### config.mk
export PLATFORM = sky130hd
export DESIGN_NAME = lane_input_encoder
export DESIGN_NICKNAME = d
export VERILOG_FILES = /design/src/rtl/lane_input_encoder.sv
export SDC_FILE = /design/constraint.sdc
export NUM_CORES = 1
export LEC_CHECK = 0
export BUFFER_PORTS_ARGS = -buffer_cell sky130_fd_sc_hd__buf_2
export CORE_ASPECT_RATIO = 2
export CORE_MARGIN = 1.5
export CORE_UTILIZATION = 50
export CTS_BUF_LIST = sky130_fd_sc_hd__clkbuf_4
export DETAILED_ROUTE_END_ITERATION = 16
export PLACE_DENSITY = 0.75
export SLEW_MARGIN = 40
export SYNTH_ARGS = -nofsm -noshare
export SYNTH_HDL_FRONTEND = slang
export SYNTH_SLANG_ARGS = --single-unit
### constraint.sdc
create_clock -name clk -period 8.81 [get_ports clk]
set_clock_uncertainty 0.1 [all_clocks]
set_input_delay 1.3215 -clock clk [delete_from_list [all_inputs] [get_ports clk]]
set_output_delay 1.3215 -clock clk [all_outputs]
set_load 0.1 [all_outputs]
### src/rtl/lane_input_encoder.sv
// lane_input_encoder
//   Turns raw board buttons/switches into a stream of 8-bit state frames for
//   the UART transmitter. Every raw input is synchronised (2 FF) and debounced.
//   Up/down rising edges move a saturating lane counter. Fire presses are
//   rate-limited by a cooldown and are never lost. Each change produces one
//   frame {boot, 0, fire, proj, lane[3:0]} on a valid/ready handshake. The frame
//   is held stable under backpressure, and events that arrive while it waits
//   coalesce into the next frame.
//
//   Optional feature: define LANE_INPUT_AUTO_REPEAT_EN to enable held-button
//   auto-repeat (REPEAT_DELAY, then every REPEAT_PERIOD cycles).
//
// Ports
//   clk          system clock
//   rst          asynchronous active-high reset
//   button_up    raw up button (asynchronous)
//   button_down  raw down button (asynchronous)
//   is_firing    raw fire button (asynchronous)
//   projectile   raw projectile-type switch level (asynchronous)
//   tx_data      frame to UART
//   tx_valid     frame available
//   tx_ready     UART accepts frame
//   lane         current lane (1..NUM_LANES)
module lane_input_encoder #(
  parameter int NUM_LANES        = 9,
  parameter int START_LANE       = 5,
  parameter int DEBOUNCE_CYCLES  = 50000,
  parameter int FIRE_COOLDOWN    = 1000000,
  parameter int HEARTBEAT_CYCLES = 0,
  parameter int REPEAT_DELAY     = 25000000,
  parameter int REPEAT_PERIOD    = 10000000
) (
  input  logic       clk,
  input  logic       rst,
  input  logic       button_up,
  input  logic       button_down,
  input  logic       is_firing,
  input  logic       projectile,
  output logic [7:0] tx_data,
  output logic       tx_valid,
  input  logic       tx_ready,
  output logic [3:0] lane
);

  if (NUM_LANES < 2 || NUM_LANES > 15 || START_LANE < 1 || START_LANE > NUM_LANES ||
      DEBOUNCE_CYCLES < 1 || FIRE_COOLDOWN < 0 || HEARTBEAT_CYCLES < 0 ||
      REPEAT_DELAY < 1 || REPEAT_PERIOD < 1) begin : g_param_check
    $error("lane_input_encoder: illegal parameter set");
  end

  localparam int DBW     = $clog2(DEBOUNCE_CYCLES + 1);
  localparam int CDW     = $clog2(FIRE_COOLDOWN + 2);
  localparam int HBW     = $clog2(HEARTBEAT_CYCLES + 2);
  localparam int HB_LAST = (HEARTBEAT_CYCLES > 0) ? HEARTBEAT_CYCLES - 1 : 0;
  localparam logic [3:0] LANE_START = 4'(START_LANE);
  localparam logic [3:0] LANE_MAX   = 4'(NUM_LANES);

  typedef enum logic [1:0] {S_BOOT, S_IDLE, S_SEND} state_t;

  // Bit order: 0 up, 1 down, 2 fire, 3 projectile
  logic [3:0]     raw, sync1, sync2, lvl, lvl_q;
  logic [DBW-1:0] db_cnt [4];

  assign raw = {projectile, is_firing, button_down, button_up};

  always_ff @(posedge clk or posedge rst) begin
    if (rst) begin
      sync1 <= '0;
      sync2 <= '0;
      lvl   <= '0;
      lvl_q <= '0;
      for (int unsigned i = 0; i < 4; i++) db_cnt[i] <= '0;
    end else begin
      sync1 <= raw;
      sync2 <= sync1;
      lvl_q <= lvl;
      for (int unsigned i = 0; i < 4; i++) begin
        if (sync2[i] == lvl[i]) begin
          db_cnt[i] <= '0;
        end else if (db_cnt[i] == DBW'(DEBOUNCE_CYCLES - 1)) begin
          lvl[i]    <= sync2[i];
          db_cnt[i] <= '0;
        end else begin
          db_cnt[i] <= db_cnt[i] + 1'b1;
        end
      end
    end
  end

  logic up_rise, dn_rise, fire_rise, proj_chg;
  assign up_rise   = lvl[0] & ~lvl_q[0];
  assign dn_rise   = lvl[1] & ~lvl_q[1];
  assign fire_rise = lvl[2] & ~lvl_q[2];
  assign proj_chg  = lvl[3] ^ lvl_q[3];

  logic rep_up, rep_dn;

`ifdef LANE_INPUT_AUTO_REPEAT_EN
  localparam int RP_MAX = (REPEAT_DELAY > REPEAT_PERIOD) ? REPEAT_DELAY : REPEAT_PERIOD;
  localparam int RPW    = $clog2(RP_MAX + 1);

  logic [RPW-1:0] rpt_cnt, rpt_target;
  logic           rpt_phase, rpt_hold, rpt_step;

  // Exactly one direction held; pressing both or releasing stops repeat.
  assign rpt_hold   = lvl[0] ^ lvl[1];
  assign rpt_target = rpt_phase ? RPW'(REPEAT_PERIOD - 1) : RPW'(REPEAT_DELAY - 1);
  assign rpt_step   = rpt_hold && (rpt_cnt == rpt_target);
  assign rep_up     = rpt_step & lvl[0];
  assign rep_dn     = rpt_step & lvl[1];

  always_ff @(posedge clk or posedge rst) begin
    if (rst) begin
      rpt_cnt   <= '0;
      rpt_phase <= 1'b0;
    end else if (!rpt_hold) begin
      rpt_cnt   <= '0;
      rpt_phase <= 1'b0;
    end else if (rpt_step) begin
      rpt_cnt   <= '0;
      rpt_phase <= 1'b1;
    end else begin
      rpt_cnt   <= rpt_cnt + 1'b1;
    end
  end
`else
  assign rep_up = 1'b0;
  assign rep_dn = 1'b0;
`endif

  logic           step_up, step_dn, move_up, move_dn, fire_acc, hb_fire;
  logic           dirty, fire_pend;
  logic [CDW-1:0] cd_cnt;
  logic [HBW-1:0] hb_cnt;
  state_t         state, state_n;
  logic           load_boot, capture, release_frame;

  assign step_up  = up_rise | rep_up;
  assign step_dn  = dn_rise | rep_dn;
  assign move_up  = step_up & ~step_dn & (lane < LANE_MAX);
  assign move_dn  = step_dn & ~step_up & (lane > 4'd1);
  assign fire_acc = fire_rise & (cd_cnt == '0);
  assign hb_fire  = (HEARTBEAT_CYCLES != 0) && (state == S_IDLE) && !dirty &&
                    (hb_cnt == HBW'(HB_LAST));

  always_ff @(posedge clk or posedge rst) begin
    if (rst) state <= S_BOOT;
    else     state <= state_n;
  end

  always_comb begin
    state_n       = state;
    load_boot     = 1'b0;
    capture       = 1'b0;
    release_frame = 1'b0;
    case (state)
      S_BOOT: begin
        load_boot = 1'b1;
        state_n   = S_SEND;
      end
      S_IDLE: begin
        if (dirty) begin
          capture = 1'b1;
          state_n = S_SEND;
        end
      end
      S_SEND: begin
        if (tx_ready) begin
          release_frame = 1'b1;
          state_n       = S_IDLE;
        end
      end
      default: state_n = S_BOOT;
    endcase
  end

  always_ff @(posedge clk or posedge rst) begin
    if (rst) begin
      lane      <= LANE_START;
      dirty     <= 1'b0;
      fire_pend <= 1'b0;
      cd_cnt    <= '0;
      hb_cnt    <= '0;
      tx_data   <= '0;
      tx_valid  <= 1'b0;
    end else begin
      if (move_up)      lane <= lane + 4'd1;
      else if (move_dn) lane <= lane - 4'd1;

      // New events win over the capture clear so nothing arriving in the
      // capture cycle is lost; it simply produces the next frame.
      dirty     <= (dirty & ~capture) | move_up | move_dn | proj_chg | fire_acc | hb_fire;
      fire_pend <= (fire_pend & ~capture) | fire_acc;

      if (fire_acc)          cd_cnt <= CDW'(FIRE_COOLDOWN);
      else if (cd_cnt != '0) cd_cnt <= cd_cnt - 1'b1;

      if (load_boot || capture || hb_fire)
        hb_cnt <= '0;
      else if ((HEARTBEAT_CYCLES != 0) && (state == S_IDLE) && !dirty)
        hb_cnt <= hb_cnt + 1'b1;

      if (load_boot) begin
        tx_data  <= {1'b1, 1'b0, 1'b0, lvl[3], LANE_START};
        tx_valid <= 1'b1;
      end else if (capture) begin
        tx_data  <= {1'b0, 1'b0, fire_pend, lvl[3], lane};
        tx_valid <= 1'b1;
      end else if (release_frame) begin
        tx_valid <= 1'b0;
      end
    end
  end

endmodule

* After elaboration in Yosys (flattened, before gate mapping) *
Index checks and enable logic that the tools add are counted.

storage, ports and cells
  flip-flop bits (word level) = 117
  bits of input ports = 7
  output and inout port bits = 13
  word-level logic and storage cells = 102

operators by class
  $lt $le $gt $ge = 2
  bitwise gates (word level) = 26
  mux-type cells = 25
  add/sub/neg operators = 7
  eq/ne operators = 12
  reductions and logical operators = 12

operator list
  cell                     number
  $mux W16                 8
  $add A16 B1 Y16 const B  4
  $eq A16 B16 Y1 const B   4
  $mux W20                 2
  $logic_not A20 Y1        1
  $reduce_bool A20 Y1      1
  $sub A20 B1 Y20 const B  1
  $mux W8                  2
  $and A1 B1 Y1            10
  $not A1 Y1               10
  $reduce_and A2 Y1        5
  $mux W1                  8
  $mux W4                  2
  $pmux W2 S3              1
  $reduce_bool A2 Y1       3
  $or A1 B1 Y1             5
  $add A4 B1 Y4 const B    1
  $eq A1 B1 Y1             4
  $gt A4 B1 Y1 const B     1
  $lt A4 B4 Y1 const B     1
  $mux W2                  2
  $ne A2 B2 Y1 const B     2
  $sub A4 B1 Y4 const B    1
  $reduce_bool A3 Y1       1
  other kinds (4)          4

* Depth between registers and ports, before layout *
Gate-level depths: netlist of run 1.

  depth after elaboration = 9
  depth in mapped cells = 7
  gate-level depth less buffers = 6

* Worst setup path after synthesis of run 1 *
No wires, ideal clock.

  path type = register -> output
  from = register lane[3]
  to = output port lane[3]
  path slack = 6.433 ns
  stages on the path, launching flop included = 1
  required time = 7.389 ns
  data arrival time = 0.955 ns
  buffers on the path = 0
  cells stage by stage = dfrtp_1

RTL lines
  item                    RTL line  RTL
  from (decl)             42        output logic [3:0] lane
  from (signal assigned)  187       if (move_up) lane <= lane + 4'd1;
  from (signal assigned)  188       else if (move_dn) lane <= lane - 4'd1;

No word-level cell between the ends.

* Worst setup path after layout of run 1 *
  from = register lane[2]
  to = output port lane[2]

No word-level cell between the ends.

==> Implementation_results.wiki, run 1 <==
{| class="wikitable"
! Metric !! Value
|-
| Highest cell delay on the worst timing path || 620 ps
|-
| Number of slew-limit violations in the final report || 0
|-
| Largest net degree at the start of global routing || 68
|-
| Largest cells by area after synthesis || dfrtp_1, xnor2_1, nor2_1
|-
| Worst slew margin relative to its limit || 0.4869
|-
| Static leakage power || 2.641 nW
|-
| Unrepaired setup endpoints after global routing || false
|-
| Number of synthesized flops with an enable pin || 0
|-
| Number of vias per cell || 5.637
|-
| Mean area per synthesized cell || 10.50 sq um
|-
| Overall fraction of global-route tracks in use || 0.2021
|-
| Leading cell types by count after synthesis || dfrtp_1, nor2_1, xnor2_1
|-
| Share of Yosys cell area claimed by the top area cell type || 0.5278
|-
| CTS H-tree lvls || 4
|-
| Cts bufs inserted || 17
|-
| Largest driver fanout on the critical path || 7
|-
| Routed wire length || 10350 um
|-
| Worst path buffer plus inverter count || 1
|-
| Number of buffers added to fix hold violations after cts || 0
|-
| Die Width || 76.52 um
|-
| Port Buffer Count || 18
|-
| Number of standard-cell rows in the floorplan || 53
|-
| Type of the worst setup path || reg -> out
|-
| Post-synth ARST share || 1.000
|-
| Final net count || 558
|-
| Crit-path leading delay family || flip-flops
|-
| Antenna violations before repair || 1
|-
| Root Buffer Master || clkbuf_4
|-
| Time the worst path needs with I/O delays and setup || 3017 ps
|-
| Number of register bits inferred by synthesis || 116
|-
| Run status || completed
|-
| Sequential share of the synthesized area || 0.5375
|-
| Endpoint arrival time on the critical path || 1600 ps
|-
| Bufs on Longest Clock Path || 2
|-
| TritonCTS clock tree || built
|-
| Period Utilization, post-route || 0.3425
|-
| Biggest area consumer among synthesized cells || dfrtp_1
|-
| Setup-violating endpoint count in the final report || 0
|-
| Max Clk Rate || 0.3314 GHz
|-
| Final-report hold violation count || 0
|-
| Flip-flop cell with the highest count after synthesis || dfrtp_1
|-
| Max-capacitance violation count || 0
|-
| Synthesized instance count || 515
|-
| Wire length of the first global-routing pass || 18290 um
|-
| Number of global-route vias before repair || 4019
|-
| Number of gates resized after CTS || 0
|-
| Critical path required time || 7390 ps
|-
| Core Footprint || 10540 sq um
|-
| Warnings from Yosys || 0
|-
| Post-synthesis cell type count || 48
|-
| Clock network latency to the later pin of the worst-skew pair || 530 ps
|-
| Number of DRC violations after detailed-routing iteration 0 || 254
|-
| Post-Syn Area || 5405 sq um
|-
| CTS sink count || 116
|-
| Area Overhead vs Synth || 10.62%
|-
| Placer's final routability congestion estimate || 0.8321
|-
| Detailed-route via count || 3912
|-
| Starting density of the core || 0.5126
|-
| Min-delay worst type || reg -> reg
|-
| Sum of internal, switching and leakage power || 0.001076 W
|-
| Top-Level Pins || 20
|-
| Count of TritonRoute iterations in the first routing pass || 4
|-
| Clock transition at the registers of the reported paths || 100 ps
|-
| # DRC || 0
|-
| Category of the worst setup path launch point || flip-flop
|-
| Overflow left after global routing || 0
|-
| Average wire per standard cell || 14.91 um
|-
| Crit-path cells || buf_2
|-
| Antenna-violating nets left || 0
|-
| Dpl hpwl || 7331 um
|-
| Die ar. || 11480 sq um
|-
| Max VDD drop || 101.8 uV
|-
| Kind of end point of the critical path || output port
|-
| Measured slew at the worst slew-check pin || 762.7 ps
|-
| Total setup buffers inserted after CTS || 0
|-
| Slowest cell on the critical path || dfstp_2
|-
| Most numerous cell in the Yosys netlist || dfrtp_1
|-
| Fraction of final layout cells with drive strength greater than 1 || 0.1169
|-
| Ratio of total power to cell area || 180.0 nW/um^2
|-
| Post-Route Setup TNS || 0 ps
|-
| Die height || 150.0 um
|-
| Synth Net Count || 530
|}
[stage by stage]
| stage | area (sq um) | instances | hold WS [ps] | utilization | worst slack, ps |
|---|---|---|---|---|---|
| global route | 5979 | 694 | 267.7 | 0.5671 | 5723 |
| floorplan | 5405 | 515 | 231.2 | - | 4319 |
| detailed placement | 5633 | 661 | 234.7 | 0.5342 | 5940 |
| finish | 5979 | 694 | 256.4 | 0.5671 | 5793 |
| global placement | 5627 | 661 | 232.9 | 0.5336 | 5991 |
| CTS | 5973 | 693 | 259.5 | 0.5665 | 5749 |
[registers in the layout, summed over array words and instances, names as in the netlist, 2 cells and up]
register  count
cd_cnt       20
db_cnt       64
lane          4
lvl           4
lvl_q         4
state         2
sync1         4
sync2         4
tx_data       7
[final timing paths]
| kind | from | slack, ps | depth (start not counted) | end |
|---|---|---|---|---|
| worst max-delay path | lane[2] | 5790 | 1 | lane[2] |
| worst min-delay path | sync1[2] | 260 | 0 | sync2[2] |
| worst max register to register | cd_cnt[6] | 6420 | 4 | cd_cnt[13] |
| worst min register to register | sync1[2] | 260 | 0 | sync2[2] |
| max in group asynchronous | rst | 6860 | 3 | db_cnt[51] |
| min in group asynchronous | rst | 760 | 2 | cd_cnt[1] |
[where the power goes]
group / internal [W] / switching [W] / total, W
Sequential: 0.000545 / 0.0000142 / 0.000559
Combinational: 0.0000156 / 0.0000491 / 0.0000647
Clock: 0.000251 / 0.000202 / 0.000452
Total: 0.000812 / 0.000265 / 0.00108
[cells in the final DEF, fill, tap and decap left out, types with 15 or more instances in the layout]
master    netlist  final
a21oi_1        22     22
and3_1         15     15
buf_2           1     18
clkbuf_4        0     17
dfrtp_1       114    114
nand2_1        25     25
nand3_1        27     27
nand4_1        24     24
nor2_1         64     64
o21ai_0        16     16
xnor2_1        40     40
xor2_1         23     23
[logic make-up after synthesis]
kind of cell	after synthesis	synth area share
DFF	116	0.5375
AOI/OAI and AO/OA	60	0.06574
and+or+nand+nor	234	0.2361
adders and majority gates	8	0.01852
muxes	11	0.02176
buffers and inverters	22	0.01759
other	1	0.0006938
xor gates and xnor gates	63	0.1021
[layout make-up]
class                   count  area, sq um
diodes                      1        2.502
clock buffers              17        127.6
clock inverters            15        212.7
fillers                   910         4564
inverters                  12        47.55
multi-input cells         377         2411
flip-flops and latches    116         2905
well taps                 137        171.4
repair buffers             19        101.3
[routing by layer]
metal,routed length [um],GRT usage,share of wire,up-vias
met1,4051,0.2188,0.39,1928
li1,-,-,-,1903
met3,346,0.05549,0.033,10
met2,5798,0.3647,0.56,71
met4,151,0.08981,0.015,0
met5,0,0,0,-
Power figures use the tool's default switching activity.
==> run 2: changes to the inputs <==
- PLACE_DENSITY: 0.75 -> 0.77
- clock period: 8.81 -> 2.7 ns (I/O delays scaled with it)
==> Implementation_results.wiki, run 2 (same netlist as run 1, synthesis figures left out) <==
{| class="wikitable"
! Metric !! Value
|-
| Run status || completed (unchanged)
|-
| Non-filler instance count after layout || 705 (was 694)
|-
| Placer's final routability congestion estimate || 0.7981 (was 0.8321)
|-
| Commonest cells after routing, fill and taps aside || dfrtp_1, nor2_1, xnor2_1 (unchanged)
|-
| Register containing the most flip-flops in the final layout || db_cnt (unchanged)
|-
| Cts bufs inserted || 17 (unchanged)
|-
| Clock network latency to the later pin of the worst-skew pair || 510 ps (was 530 ps)
|-
| Fraction of final layout cells with drive strength greater than 1 || 0.1270 (was 0.1169)
|-
| # DRC || 0 (unchanged)
|-
| Top-Level Pins || 20 (unchanged)
|-
| Final-report hold violation count || 0 (unchanged)
|-
| Unrepaired setup endpoints after global routing || false (unchanged)
|-
| Die height || 150.0 um (unchanged)
|-
| Core utilization of the finished layout || 0.5783 (was 0.5671)
|-
| Kind of end point of the critical path || flip-flop (was output port)
|-
| Worst reg2reg setup slack || 280 ps (was 6420 ps)
|-
| Overflow left after global routing || 0 (unchanged)
|-
| Worst path buffer plus inverter count || 1 (unchanged)
|-
| Port Buffer Count || 18 (unchanged)
|-
| Most common cell after layout, fill and taps aside || dfrtp_1 (unchanged)
|-
| Bufs on Longest Clock Path || 2 (unchanged)
|-
| Final net count || 569 (was 558)
|-
| Min-delay worst type || reg -> reg (unchanged)
|-
| Flip-flop count of the largest register, all copies and words added || 64 (unchanged)
|-
| Worst reg2reg startpoint || cd_cnt[0] (was cd_cnt[6])
|-
| Routed wire length || 10910 um (was 10350 um)
|-
| Type of the worst setup path || reg -> reg (was reg -> out)
|-
| Endpoint of the most critical setup path || cd_cnt[18] (was lane[2])
|-
| Number of vias per cell || 5.704 (was 5.637)
|-
| Die Width || 76.52 um (unchanged)
|-
| Post-Route Setup TNS || 0 ps (unchanged)
|-
| Max-capacitance violation count || 0 (unchanged)
|-
| TritonCTS clock tree || built (unchanged)
|-
| Endpoint of the worst register-to-register path || cd_cnt[18] (was cd_cnt[13])
|-
| Multi-input gate area || 2405 sq um (was 2411 sq um)
|-
| Critical path required time || 3030 ps (was 7390 ps)
|-
| Clock transition at the registers of the reported paths || 120 ps (was 100 ps)
|-
| Number of standard-cell rows in the floorplan || 53 (unchanged)
|-
| Registers with the highest flip-flop counts || db_cnt: 64 flops, cd_cnt: 20 flops, tx_data: 7 flops (unchanged)
|-
| Crit-path leading delay family || simple AND/OR/NAND/NOR gates (was flip-flops)
|-
| Highest cell delay on the worst timing path || 590 ps (was 620 ps)
|-
| Core Footprint || 10540 sq um (unchanged)
|-
| Sum of internal, switching and leakage power || 0.003584 W (was 0.001076 W)
|-
| Static leakage power || 2.698 nW (was 2.641 nW)
|-
| CTS H-tree lvls || 4 (unchanged)
|-
| Filler cells || 884 (was 910)
|-
| Total instance count after detailed placement || 666 (was 661)
|-
| Count of TritonRoute iterations in the first routing pass || 5 (was 4)
|-
| Endpoint arrival time on the critical path || 2750 ps (was 1600 ps)
|-
| Wire length of the first global-routing pass || 19310 um (was 18290 um)
|-
| Measured slew at the worst slew-check pin || 702.6 ps (was 762.7 ps)
|-
| Crit. path cell count || 6 (was 1)
|-
| FF+latch area || 2905 sq um (unchanged)
|-
| Antenna violations before repair || 1 (unchanged)
|-
| Area Overhead vs Synth || 12.80% (was 10.62%)
|-
| Setup-violating endpoint count in the final report || 0 (unchanged)
|-
| Cell depth of the worst flop-to-flop path || 6 (was 4)
|-
| Dpl hpwl || 7773 um (was 7331 um)
|-
| Worst slew margin relative to its limit || 0.5250 (was 0.4869)
|-
| Die ar. || 11480 sq um (unchanged)
|-
| Period Utilization, post-route || 0.8965
|-
| Max VDD drop || 356.1 uV (was 101.8 uV)
|-
| Largest driver fanout on the critical path || 9 (was 7)
|-
| Starting density of the core || 0.5126 (unchanged)
|-
| Average wire per standard cell || 15.48 um (was 14.91 um)
|-
| Antenna-violating nets left || 0 (unchanged)
|-
| Crit-path cells || inv_1 > ha_1 > or4b_1 > or4_4 > nor3_2 > mux2i_1 (was buf_2)
|-
| Number of DRC violations after detailed-routing iteration 0 || 202 (was 254)
|-
| CTS sink count || 116 (unchanged)
|-
| Overall fraction of global-route tracks in use || 0.2143 (was 0.2021)
|-
| Largest net degree at the start of global routing || 47 (was 68)
|-
| Ratio of total power to cell area || 587.8 nW/um^2 (was 180.0 nW/um^2)
|-
| Category of the worst setup path launch point || flip-flop (unchanged)
|-
| Time the worst path needs with I/O delays and setup || 2420 ps
|-
| Slowest cell on the critical path || or4_4 (was dfstp_2)
|-
| Root Buffer Master || clkbuf_4 (unchanged)
|-
| Number of slew-limit violations in the final report || 0 (unchanged)
|-
| Detailed-route via count || 4021 (was 3912)
|-
| Max Clk Rate || 0.4131 GHz
|-
| Setup crit start || cd_cnt[0] (was lane[2])
|-
| Number of global-route vias before repair || 4275 (was 4019)
|}
-- run 2: cell types whose count changed in the layout (fill, tap and decap cells not counted) --
cell           previous run  this run
nor4_2                    2         1
buf_12                    0         1
clkinv_4                  3         5
clkinv_1                  3         0
inv_6                     0         2
dlygate4sd3_1             0         6
nor4_1                   12        13
buf_6                     1         0
inv_4                     1         0
buf_4                     0         5
-- run 2: through the flow --
step	instance area, sq um	hold slack, ps	worst slack, ps
finish	6097	262.8	279.5
global route	6097	237.9	121.2
CTS	6095	229.2	267.2
detailed placement	5678	236.4	326.7
global placement	5678	231.1	432.9
floorplan	5409	231.2	398.4
-- run 2: per-layer routing --
metal	vias to the layer above	wire length (um)	GRT usage
met1	1991	4231	0.2201
met5	-	0	0
met2	73	6190	0.4045
li1	1935	-	-
met4	0	205	0.09352
met3	22	286	0.05427
-- run 2: what timing repair did --
action	CTS	global route
endpoints found under the hold margin	27	0
hold buffers	6	0
endpoints found under the setup margin	0	0
gates resized for setup	0	0
setup buffers	0	0
-- run 2: where the power goes --
group | switching, W | leakage (nW) | total (W) | internal, W
Sequential | 0.0000438 | 1.56 | 0.00182 | 0.00178
Combinational | 0.000166 | 0.949 | 0.000226 | 0.0000601
Clock | 0.000698 | 0.187 | 0.00154 | 0.000837
Total | 0.000908 | 2.70 | 0.00358 | 0.00268
-- run 2: layout make-up --
cell class | instances | share of cell area
Inverter | 12 | 0.008003
Clock inverter | 15 | 0.03755
Multi-Input combinational cell | 377 | 0.3944
Tap cell | 137 | 0.02811
Timing Repair Buffer | 30 | 0.03407
Sequential cell | 116 | 0.4765
Antenna cell | 1 | 0.0004104
Clock buffer | 17 | 0.02093
-- run 2: worst min-delay path by stage --
stage | startpoint | end | cells past startpoint
after floorplan | sync1[0] | sync2[0] | 0
after global placement | sync1[3] | sync2[3] | 0
after detailed placement | sync1[1] | sync2[1] | 0
after CTS | rst | cd_cnt[7] | 3
after global routing | rst | cd_cnt[16] | 3
final | sync1[0] | sync2[0] | 0
==> run 3: changes to the inputs <==
- PLACE_DENSITY: 0.77 -> 0.68
==> Implementation_results.wiki, run 3 (same netlist as run 1, synthesis figures left out) <==
{| class="wikitable"
! Metric !! Value
|-
| Run status || completed (unchanged)
|-
| Die height || 150.0 um (unchanged)
|-
| Root Buffer Master || clkbuf_4 (unchanged)
|-
| Period Utilization, post-route || 0.8731 (was 0.8965)
|-
| Antenna-violating nets left || 0 (unchanged)
|-
| Routed wire length || 10790 um (was 10910 um)
|-
| Antenna violations before repair || 1 (unchanged)
|-
| Bufs on Longest Clock Path || 2 (unchanged)
|-
| Clock transition at the registers of the reported paths || 100 ps (was 120 ps)
|-
| Worst hold margin || 249.1 ps (was 262.8 ps)
|-
| Clock network latency to the later pin of the worst-skew pair || 520 ps (was 510 ps)
|-
| Overall fraction of global-route tracks in use || 0.2103 (was 0.2143)
|-
| Count of TritonRoute iterations in the first routing pass || 5 (unchanged)
|-
| CTS sink count || 116 (unchanged)
|-
| Measured slew at the worst slew-check pin || 617.7 ps (was 702.6 ps)
|-
| Kind of end point of the critical path || flip-flop (unchanged)
|-
| Worst-case hold path end point || sync2[1] (was sync2[0])
|-
| Starting density of the core || 0.5126 (unchanged)
|-
| Largest net degree at the start of global routing || 42 (was 47)
|-
| Endpoint arrival time on the critical path || 2650 ps (was 2750 ps)
|-
| Max VDD drop || 603.2 uV (was 356.1 uV)
|-
| Most common cell after layout, fill and taps aside || dfrtp_1 (unchanged)
|-
| Placer's final routability congestion estimate || 0.8565 (was 0.7981)
|-
| Min-delay worst type || reg -> reg (unchanged)
|-
| Registers with the highest flip-flop counts || db_cnt: 64 flops, cd_cnt: 20 flops, tx_data: 7 flops (unchanged)
|-
| Max Clk Rate || 0.4242 GHz (was 0.4131 GHz)
|-
| Time the worst path needs with I/O delays and setup || 2357 ps (was 2420 ps)
|-
| Number of buffers added to fix hold violations after cts || 6 (unchanged)
|-
| Top-Level Pins || 20 (unchanged)
|-
| Flip-flop count of the largest register, all copies and words added || 64 (unchanged)
|-
| Category of the worst setup path launch point || flip-flop (unchanged)
|-
| Worst slew margin relative to its limit || 0.5873 (was 0.5250)
|-
| Core Footprint || 10540 sq um (unchanged)
|-
| Cell depth of the worst flop-to-flop path || 6 (unchanged)
|-
| Dpl hpwl || 7529 um (was 7773 um)
|-
| Number of vias per cell || 5.669 (was 5.704)
|-
| Register containing the most flip-flops in the final layout || db_cnt (unchanged)
|-
| Number of global-route vias before repair || 4212 (was 4275)
|-
| Number of gates resized after CTS || 0 (unchanged)
|-
| Static leakage power || 2.687 nW (was 2.698 nW)
|-
| Max-capacitance violation count || 0 (unchanged)
|-
| Commonest cells after routing, fill and taps aside || dfrtp_1, nor2_1, xnor2_1 (unchanged)
|-
| Area Overhead vs Synth || 12.43% (was 12.80%)
|-
| Worst reg2reg startpoint || cd_cnt[0] (unchanged)
|-
| Overflow left after global routing || 0 (unchanged)
|-
| Type of the worst setup path || reg -> reg (unchanged)
|-
| Port Buffer Count || 18 (unchanged)
|-
| Final-report hold violation count || 0 (unchanged)
|-
| Number of DRC violations after detailed-routing iteration 0 || 116 (was 202)
|-
| Cts bufs inserted || 17 (unchanged)
|-
| Hold Crit Start || sync1[1] (was sync1[0])
|-
| Die ar. || 11480 sq um (unchanged)
|-
| Fraction of final layout cells with drive strength greater than 1 || 0.1250 (was 0.1270)
|-
| Post-Route Setup TNS || 0 ps (unchanged)
|-
| Ratio of total power to cell area || 567.2 nW/um^2 (was 587.8 nW/um^2)
|-
| TritonCTS clock tree || built (unchanged)
|-
| CTS H-tree lvls || 4 (unchanged)
|-
| # DRC || 0 (unchanged)
|-
| Setup-violating endpoint count in the final report || 0 (unchanged)
|-
| Critical path required time || 2990 ps (was 3030 ps)
|-
| Unrepaired setup endpoints after global routing || false (unchanged)
|-
| Number of standard-cell rows in the floorplan || 53 (unchanged)
|-
| Die Width || 76.52 um (unchanged)
|-
| Final net count || 570 (was 569)
|-
| Worst reg2reg setup slack || 340 ps (was 280 ps)
|-
| Detailed-route via count || 4002 (was 4021)
|-
| Average wire per standard cell || 15.28 um (was 15.48 um)
|-
| Endpoint of the worst register-to-register path || cd_cnt[1] (was cd_cnt[18])
|-
| Total setup buffers inserted after CTS || 0 (unchanged)
|-
| Largest driver fanout on the critical path || 9 (unchanged)
|-
| Number of slew-limit violations in the final report || 0 (unchanged)
|-
| Wire length of the first global-routing pass || 18950 um (was 19310 um)
|-
| Worst hold stages || 0 (unchanged)
|}
==> run 3: changes by cell type in the layout (fill, tap and decap cells not counted) <==
cell,before,now
clkinv_1,0,2
clkinv_2,2,4
clkinv_4,5,3
inv_6,2,0
buf_12,1,2
bufinv_16,5,4
clkinvlp_4,2,3
==> run 3: critical path: stages (launching register included) <==
cell and delay [ps]:
dfrtp_1 430, inv_1 80, ha_1 200, or4b_1 520
or4_4 580, nor2_1 190, o21ai_0 120
==> run 3: routing by layer <==
metal  wire length, um  share of wire  GRT usage  up-vias
met3               328          0.030    0.06220       15
li1                  -              -          -     1936
met2              6076           0.56     0.3911       66
met1              4205           0.39     0.2144     1985
met5                 0              0          0        -
met4               178          0.016    0.09352        0
==> run 3: metrics by stage <==
stage	utilization	setup slack (ps)	area, sq um	std cells	total power (W)
2_1_floorplan	-	398.4	5409	515	0.002018
3_3_place_gp	0.5404	435.4	5698	667	0.002077
3_5_place_dp	0.5404	364.8	5698	667	0.002085
4_1_cts	0.5761	330.0	6075	705	0.003494
5_1_grt	0.5764	149.9	6077	706	0.003599
6_report	0.5764	342.8	6077	706	0.003447
==> run 3: final cells by class <==
type	instances	area, sq um
Antenna cell	1	2.502
Clock buffer	17	127.6
Clock inverter	15	188.9
Fill cell	900	4467
Inverter	12	48.80
Multi-Input combinational cell	377	2405
Sequential cell	116	2905
Tap cell	137	171.4
Timing Repair Buffer	31	227.7
==> run 3: how the worst max path moves through the flow <==
stage,startpoint,endpoint,slack [ps]
floorplan,lane[1],lane[1],400
global placement,cd_cnt[0],cd_cnt[18],440
detailed placement,cd_cnt[0],cd_cnt[18],360
CTS,cd_cnt[0],cd_cnt[18],330
global route,cd_cnt[0],cd_cnt[18],150
finish,cd_cnt[0],cd_cnt[1],340
==> run 3: power by group <==
part / total [W] / switching [W] / leakage [nW] / internal, W
Combinational: 0.000230 / 0.000168 / 0.958 / 0.0000619
Clock: 0.00139 / 0.000668 / 0.166 / 0.000725
Sequential: 0.00182 / 0.0000444 / 1.56 / 0.00178
